===== src/rtl/dds_waveform_generator.sv =====
// dds_waveform_generator: direct-digital-synthesis waveform source.
// A phase accumulator stepped by a runtime tuning word drives a quarter-wave
// sine ROM or computed triangle/square/sawtooth shapes. Samples are scaled by
// a runtime amplitude and emitted as offset-binary after a 3-stage pipeline.
// Optional feature macro: DDS_FTW_SHADOW_EN (tuning word changes take effect
// only at accumulator wrap, for phase-continuous frequency hops).
module dds_waveform_generator #(
  parameter int unsigned PHASE_WIDTH    = 32,
  parameter int unsigned LUT_ADDR_WIDTH = 8,
  parameter int unsigned DATA_WIDTH     = 8,
  parameter int unsigned AMP_WIDTH      = 8
) (
  input  logic                   clk,
  input  logic                   rst_n,
  input  logic                   enable,
  input  logic [PHASE_WIDTH-1:0] ftw_in,
  input  logic                   ftw_load,
  input  logic [PHASE_WIDTH-1:0] phase_offset,
  input  logic [1:0]             wave_sel,
  input  logic [AMP_WIDTH-1:0]   amplitude,
  output logic [DATA_WIDTH-1:0]  wave_out,
  output logic                   wave_valid,
  output logic                   phase_wrap
);

  localparam int unsigned P = PHASE_WIDTH;
  localparam int unsigned L = LUT_ADDR_WIDTH;
  localparam int unsigned D = DATA_WIDTH;
  localparam int unsigned A = AMP_WIDTH;

  localparam logic [D-1:0] MID      = {1'b1, {(D-1){1'b0}}};
  localparam logic [D-1:0] POS_FULL = {1'b0, {(D-1){1'b1}}};
  localparam logic [D-1:0] NEG_FULL = {1'b1, {(D-2){1'b0}}, 1'b1};

  // pi/2 in Q30 fixed point
  localparam longint HALF_PI_Q30 = 64'sd1686629713;

  typedef enum logic [1:0] {
    WAVE_SINE   = 2'd0,
    WAVE_TRI    = 2'd1,
    WAVE_SQUARE = 2'd2,
    WAVE_SAW    = 2'd3
  } wave_e;

  // Quarter-wave entry i: round((2^(D-1)-1) * sin(pi/2 * (i+0.5) / 2^L)).
  // Evaluated with a Q30 Taylor series so elaboration needs no real math.
  function automatic longint sine_q(input int unsigned i);
    longint x;
    longint x2;
    longint term;
    longint sum;
    x    = (HALF_PI_Q30 * longint'(2 * i + 1)) >>> (L + 1);
    x2   = (x * x) >>> 30;
    term = x;
    sum  = x;
    for (int unsigned k = 1; k <= 8; k++) begin
      term = -(((term * x2) >>> 30) / longint'((2 * k) * (2 * k + 1)));
      sum  = sum + term;
    end
    return (longint'(POS_FULL) * sum + (longint'(1) <<< 29)) >>> 30;
  endfunction

  // Map an unsigned ramp code to a signed sample symmetric about zero.
  function automatic logic [D-1:0] center(input logic [D-1:0] u);
    return (u == '0) ? NEG_FULL : {~u[D-1], u[D-2:0]};
  endfunction

  logic [D-2:0] rom [2**L];

  for (genvar g = 0; g < 2**L; g++) begin : g_rom
    localparam longint QV = sine_q(g);
    assign rom[g] = QV[D-2:0];
  end

  // Accumulator and tuning word
  logic [P-1:0] acc;
  logic [P-1:0] ftw_reg;
  logic [P:0]   sum_ext;
  logic         carry;
  logic         carry_q;

  // Next accumulator value and carry-out for this cycle's step
  always_comb begin
    sum_ext = {1'b0, acc} + {1'b0, ftw_reg};
    carry   = enable & sum_ext[P];
  end

  // Accumulator holds while disabled; carry flag travels with its phase
  always_ff @(posedge clk or negedge rst_n) begin
    if (!rst_n) begin
      acc     <= '0;
      carry_q <= 1'b0;
    end else begin
      if (enable) begin
        acc <= sum_ext[P-1:0];
      end
      carry_q <= carry;
    end
  end

`ifdef DDS_FTW_SHADOW_EN
  logic [P-1:0] ftw_shadow;

  // Loads park in the shadow and move into ftw_reg at a period boundary.
  // A zero rate never wraps, so the transfer is also taken while ftw_reg is
  // zero; the phase is stationary then, so continuity is unaffected.
  always_ff @(posedge clk or negedge rst_n) begin
    if (!rst_n) begin
      ftw_shadow <= '0;
      ftw_reg    <= '0;
    end else begin
      if (ftw_load) begin
        ftw_shadow <= ftw_in;
      end
      if (carry || (ftw_reg == '0)) begin
        ftw_reg <= ftw_load ? ftw_in : ftw_shadow;
      end
    end
  end
`else
  // Tuning word takes effect the cycle after the load strobe
  always_ff @(posedge clk or negedge rst_n) begin
    if (!rst_n) begin
      ftw_reg <= '0;
    end else if (ftw_load) begin
      ftw_reg <= ftw_in;
    end
  end
`endif

  // Stage 1: offset phase plus all controls, captured together
  logic [P-1:0] ph_s1;
  wave_e        sel_s1;
  logic [A-1:0] amp_s1;
  logic         en_s1;
  logic         wrap_s1;

  // Capture phase and controls so a control change applies coherently
  always_ff @(posedge clk or negedge rst_n) begin
    if (!rst_n) begin
      ph_s1   <= '0;
      sel_s1  <= WAVE_SINE;
      amp_s1  <= '0;
      en_s1   <= 1'b0;
      wrap_s1 <= 1'b0;
    end else begin
      ph_s1   <= acc + phase_offset;
      sel_s1  <= wave_e'(wave_sel);
      amp_s1  <= amplitude;
      en_s1   <= enable;
      wrap_s1 <= carry_q;
    end
  end

  // Stage 2: signed sample generation
  logic [1:0]   quad;
  logic [L-1:0] idx;
  logic [D-1:0] mag;
  logic [D-1:0] ramp;
  logic [D-1:0] s_next;

  // Waveform shaping from the stage-1 phase
  always_comb begin
    quad   = ph_s1[P-1 -: 2];
    idx    = ph_s1[P-3 -: L];
    mag    = '0;
    ramp   = '0;
    s_next = '0;
    if (quad[0]) begin
      idx = ~idx;
    end
    unique case (sel_s1)
      WAVE_SINE: begin
        mag    = {1'b0, rom[idx]};
        s_next = quad[1] ? ('0 - mag) : mag;
      end
      WAVE_TRI: begin
        ramp   = ph_s1[P-1] ? ~ph_s1[P-2 -: D] : ph_s1[P-2 -: D];
        s_next = center(ramp);
      end
      WAVE_SQUARE: begin
        s_next = ph_s1[P-1] ? NEG_FULL : POS_FULL;
      end
      WAVE_SAW: begin
        ramp   = ph_s1[P-1 -: D];
        s_next = center(ramp);
      end
      default: s_next = '0;
    endcase
  end

  logic [D-1:0] s_s2;
  logic [A-1:0] amp_s2;
  logic         en_s2;
  logic         wrap_s2;

  // Register the signed sample alongside its controls
  always_ff @(posedge clk or negedge rst_n) begin
    if (!rst_n) begin
      s_s2    <= '0;
      amp_s2  <= '0;
      en_s2   <= 1'b0;
      wrap_s2 <= 1'b0;
    end else begin
      s_s2    <= s_next;
      amp_s2  <= amp_s1;
      en_s2   <= en_s1;
      wrap_s2 <= wrap_s1;
    end
  end

  // Stage 3: amplitude scaling and offset-binary conversion
  logic [A:0]            gain;
  logic signed [D+A:0]   s_ext;
  logic signed [D+A:0]   gain_ext;
  logic signed [D+A:0]   prod;
  logic signed [D+A:0]   scaled;
  logic [D-1:0]          out_next;

  // Gain (amplitude+1)/2^A with a flooring arithmetic shift
  always_comb begin
    gain     = {1'b0, amp_s2} + {{A{1'b0}}, 1'b1};
    s_ext    = {{(A+1){s_s2[D-1]}}, s_s2};
    gain_ext = {{D{1'b0}}, gain};
    prod     = s_ext * gain_ext;
    scaled   = prod >>> A;
    out_next = MID + scaled[D-1:0];
  end

  // Output register; reset presents midscale
  always_ff @(posedge clk or negedge rst_n) begin
    if (!rst_n) begin
      wave_out   <= MID;
      wave_valid <= 1'b0;
      phase_wrap <= 1'b0;
    end else begin
      wave_out   <= out_next;
      wave_valid <= en_s2;
      phase_wrap <= wrap_s2;
    end
  end

  logic unused_bits;
  assign unused_bits = ^{ph_s1, scaled};

endmodule


===== config.mk =====
export PLATFORM = sky130hd
export DESIGN_NAME = dds_waveform_generator
export DESIGN_NICKNAME = d
export VERILOG_FILES = /design/src/rtl/dds_waveform_generator.sv
export SDC_FILE = /design/constraint.sdc
export NUM_CORES = 1
export LEC_CHECK = 0
export ABC_AREA = 1
export CAP_MARGIN = 20
export CORE_MARGIN = 2
export CORE_UTILIZATION = 55
export DETAILED_ROUTE_END_ITERATION = 10
export HOLD_SLACK_MARGIN = 0.12
export PLACE_DENSITY_LB_ADDON = 0.3
export SLEW_MARGIN = 20
export SYNTH_ARGS = -nofsm -noshare
export SYNTH_HDL_FRONTEND = slang
export SYNTH_SLANG_ARGS = --single-unit

===== constraint.sdc =====
create_clock -name clk -period 13.13 [get_ports clk]
set_input_delay 2.626 -clock clk [delete_from_list [all_inputs] [get_ports clk]]
set_output_delay 2.626 -clock clk [all_outputs]
set_load 0.01 [all_outputs]

==> flow_metrics.env <==
export IMPL_synth_top_area_cell="dfrtp_1"
export IMPL_yosysWarnings=0
export IMPL_clock_insertion_delay_worst_skew_ns=0.42
export IMPL_pre_cts_slack_ns=7.55
export IMPL_worstSetupPathType="reg2reg"
export IMPL_dp_hpwl_mm=21.1
export IMPL_n_fill_cell=1664
export IMPL_antenna_found_initial=0
export IMPL_grt_overflow_total=0
export IMPL_die_y_um=143
export IMPL_slew_violations=0
export IMPL_row_count=50
export IMPL_dp_cells=1721
export IMPL_finalSetupTns_ns=0
export IMPL_reg2reg_slack_ns=7.51
export IMPL_finalCriticalPeriod_ns=5.62
export IMPL_via_count=9675
export IMPL_syn_nets=1629
export IMPL_n_antenna_cell=0
export IMPL_numCtsBuffers=17
export IMPL_fin_skew_ns=0.0100
export IMPL_synth_seq_area_share_pct=27.0
export IMPL_critical_path_required_ns=13.43
export IMPL_clockBufferDepth=2
export IMPL_drive_gt1_share_pct=7.57
export IMPL_yosysUniqueCellTypes=55
export IMPL_cts_root_buffer="clkbuf_16"
export IMPL_cts_max_level=4
export IMPL_ys_top_cells_by_area="dfrtp_1 (27%), ha_1 (13%), nand2_1 (12%)"
export IMPL_min_path_type="reg2reg"
export IMPL_crit_fanout=10
export IMPL_fin_nets=1711
export IMPL_ys_flop_type="dfrtp_1"
export IMPL_dr_pass1_iters=6
export IMPL_cp_start_kind="register"
export IMPL_cts_tree="built"
export IMPL_final_hold_viol_count=0
export IMPL_grt_max_degree=68
export IMPL_post_cts_buffers=0
export IMPL_synth_seq_cells=115
export IMPL_status="completed"
export IMPL_rr_endpoint="wave_out[6]"
export IMPL_start_util_pct=56.5
export IMPL_grt_setup_unrepaired="false"
export IMPL_place_gp_congestion=0.946
export IMPL_area_delta_synth_final_pct=15.8
export IMPL_fin_cells=1753
export IMPL_synth_edff_count=0
export IMPL_grt_usage_pct=27.8
export IMPL_syn_area_um2=10700
export IMPL_yosysMostFrequentCell="nand2_1"
export IMPL_cts_hold_buffers=0
export IMPL_fin_crit_sh_pct=42.8
export IMPL_grt_pass1_wl_mm=45.1
export IMPL_timing_fmax_ghz=0.178
export IMPL_maxCapViolCount=0
export IMPL_grt_pass1_vias=9494
export IMPL_r2r_cells=24
export IMPL_fin_ws_ns=7.51
export IMPL_slew_headroom_pct=38.4
export IMPL_path_clk_slew_ns=0.06
export IMPL_drc=0
export IMPL_drt_iter0_markers=684
export IMPL_async_flop_share_pct=100
export IMPL_detail_route_wl_per_cell_um=15.4
export IMPL_cp_arrival_ns=5.92
export IMPL_endpoint_kind="register"
export IMPL_cts_resized=0
export IMPL_final_antenna_net_count=0
export IMPL_cts_sinks=115
export IMPL_core_area_um2=18900
export IMPL_avgSynthCellArea_um2=7.63
export IMPL_die_area_um2=20500
export IMPL_r2r_start="amp_s2[0]"
export IMPL_synth_top_area_share_pct=26.7
export IMPL_yosys_top_cells_count="nand2_1 (328), inv_1 (175), nor2_1 (132)"
export IMPL_tightest_slew_ns=0.922
export IMPL_syn_inst=1398
export IMPL_viasPerCell=5.52
export IMPL_die_w_um=143
export IMPL_crit_path_end="wave_out[6]"
export IMPL_setup_viol=0
export IMPL_io_pins=88
export IMPL_critPathLaunch="amp_s2[0]"
export IMPL_io_buffers=87
export IMPL_finalWirelength_mm=27.0
## metrics by stage
stage / utilization [%] / instance area (µm²) / hold slack (ns)
6_report: 65.4 / 12400 / 0.335
5_1_grt: 65.4 / 12400 / 0.353
4_1_cts: 65.4 / 12400 / 0.340
3_5_place_dp: 62.1 / 11700 / 0.335
3_3_place_gp: 62.1 / 11700 / 0.334
2_1_floorplan: - / 10700 / 0.331
## worst min-delay path by stage
stage | to | startpoint | slack, ns | cells after the start
floorplan | amp_s2[0] | amp_s1[0] | 0.33 | 0
global placement | amp_s2[1] | amp_s1[1] | 0.33 | 0
detailed placement | phase_wrap | wrap_s2 | 0.33 | 0
CTS | amp_s2[1] | amp_s1[1] | 0.34 | 0
global route | amp_s2[1] | amp_s1[1] | 0.35 | 0
finish | amp_s2[1] | amp_s1[1] | 0.34 | 0
## worst max-delay path: stages (launching register included)
cell      delay (ns)
dfrtp_1         0.55
nand4_1         0.23
nor2_1          0.15
nand2_1         0.09
nor2_1          0.12
xnor2_1         0.27
inv_1           0.15
nand2_1         0.11
fa_1            0.44
fa_1            0.52
inv_1           0.05
fa_1            0.50
inv_1           0.06
fa_1            0.53
inv_1           0.04
ha_1            0.30
a21oi_1         0.17
o21ai_0         0.10
a21oi_1         0.21
inv_1           0.06
a21oi_1         0.30
nor2_1          0.12
nor2_1          0.17
o21bai_1        0.09
xor2_1          0.14
## per-layer routing
layer	part of all wire, %	GRT usage (%)
met4	1.9	7.95
met3	5.5	4.73
met5	0	0
met2	49	47.9
met1	44	36.1
## layout make-up
| class | instances | area (µm²) | area share, % |
|---|---|---|---|
| Clock buffer | 19 | 443 | 3.58 |
| Inverter | 182 | 683 | 5.53 |
| Sequential cell | 115 | 2880 | 23.3 |
| Clock inverter | 13 | 174 | 1.41 |
| Tap cell | 260 | 325 | 2.63 |
| Timing Repair Buffer | 90 | 891 | 7.21 |
| Multi-Input combinational cell | 1074 | 6960 | 56.3 |
## layout by cell type, fill, tap and decap left out, types with 22 or more instances in the layout
| cell type | netlist | final |
|---|---|---|
| a21oi_1 | 91 | 91 |
| clkdlybuf4s50_1 | 0 | 86 |
| dfrtp_1 | 114 | 114 |
| fa_1 | 42 | 42 |
| ha_1 | 111 | 111 |
| inv_1 | 175 | 175 |
| mux2_2 | 31 | 31 |
| nand2_1 | 328 | 328 |
| nand3_1 | 68 | 68 |
| nor2_1 | 132 | 132 |
| o21ai_0 | 64 | 64 |
| xnor2_1 | 22 | 22 |
| xor2_1 | 29 | 29 |
## logic make-up (layout without fill, tap and decap cells)
| family | count (synthesis) | in the layout | share of synthesized area, % |
|---|---|---|---|
| AOI/OAI and AO/OA | 233 | 233 | 12.7 |
| xor gates and xnor gates | 53 | 53 | 4.49 |
| adders and majority gates | 153 | 153 | 20.9 |
| buffers and inverters | 209 | 304 | 7.81 |
| DFF | 115 | 115 | 27.0 |
| muxes | 31 | 31 | 3.27 |
| and+or+nand+nor | 604 | 604 | 23.8 |
Power is not shown: default switching activity piles up to over one toggle a cycle in this logic, so the estimate is an artifact.
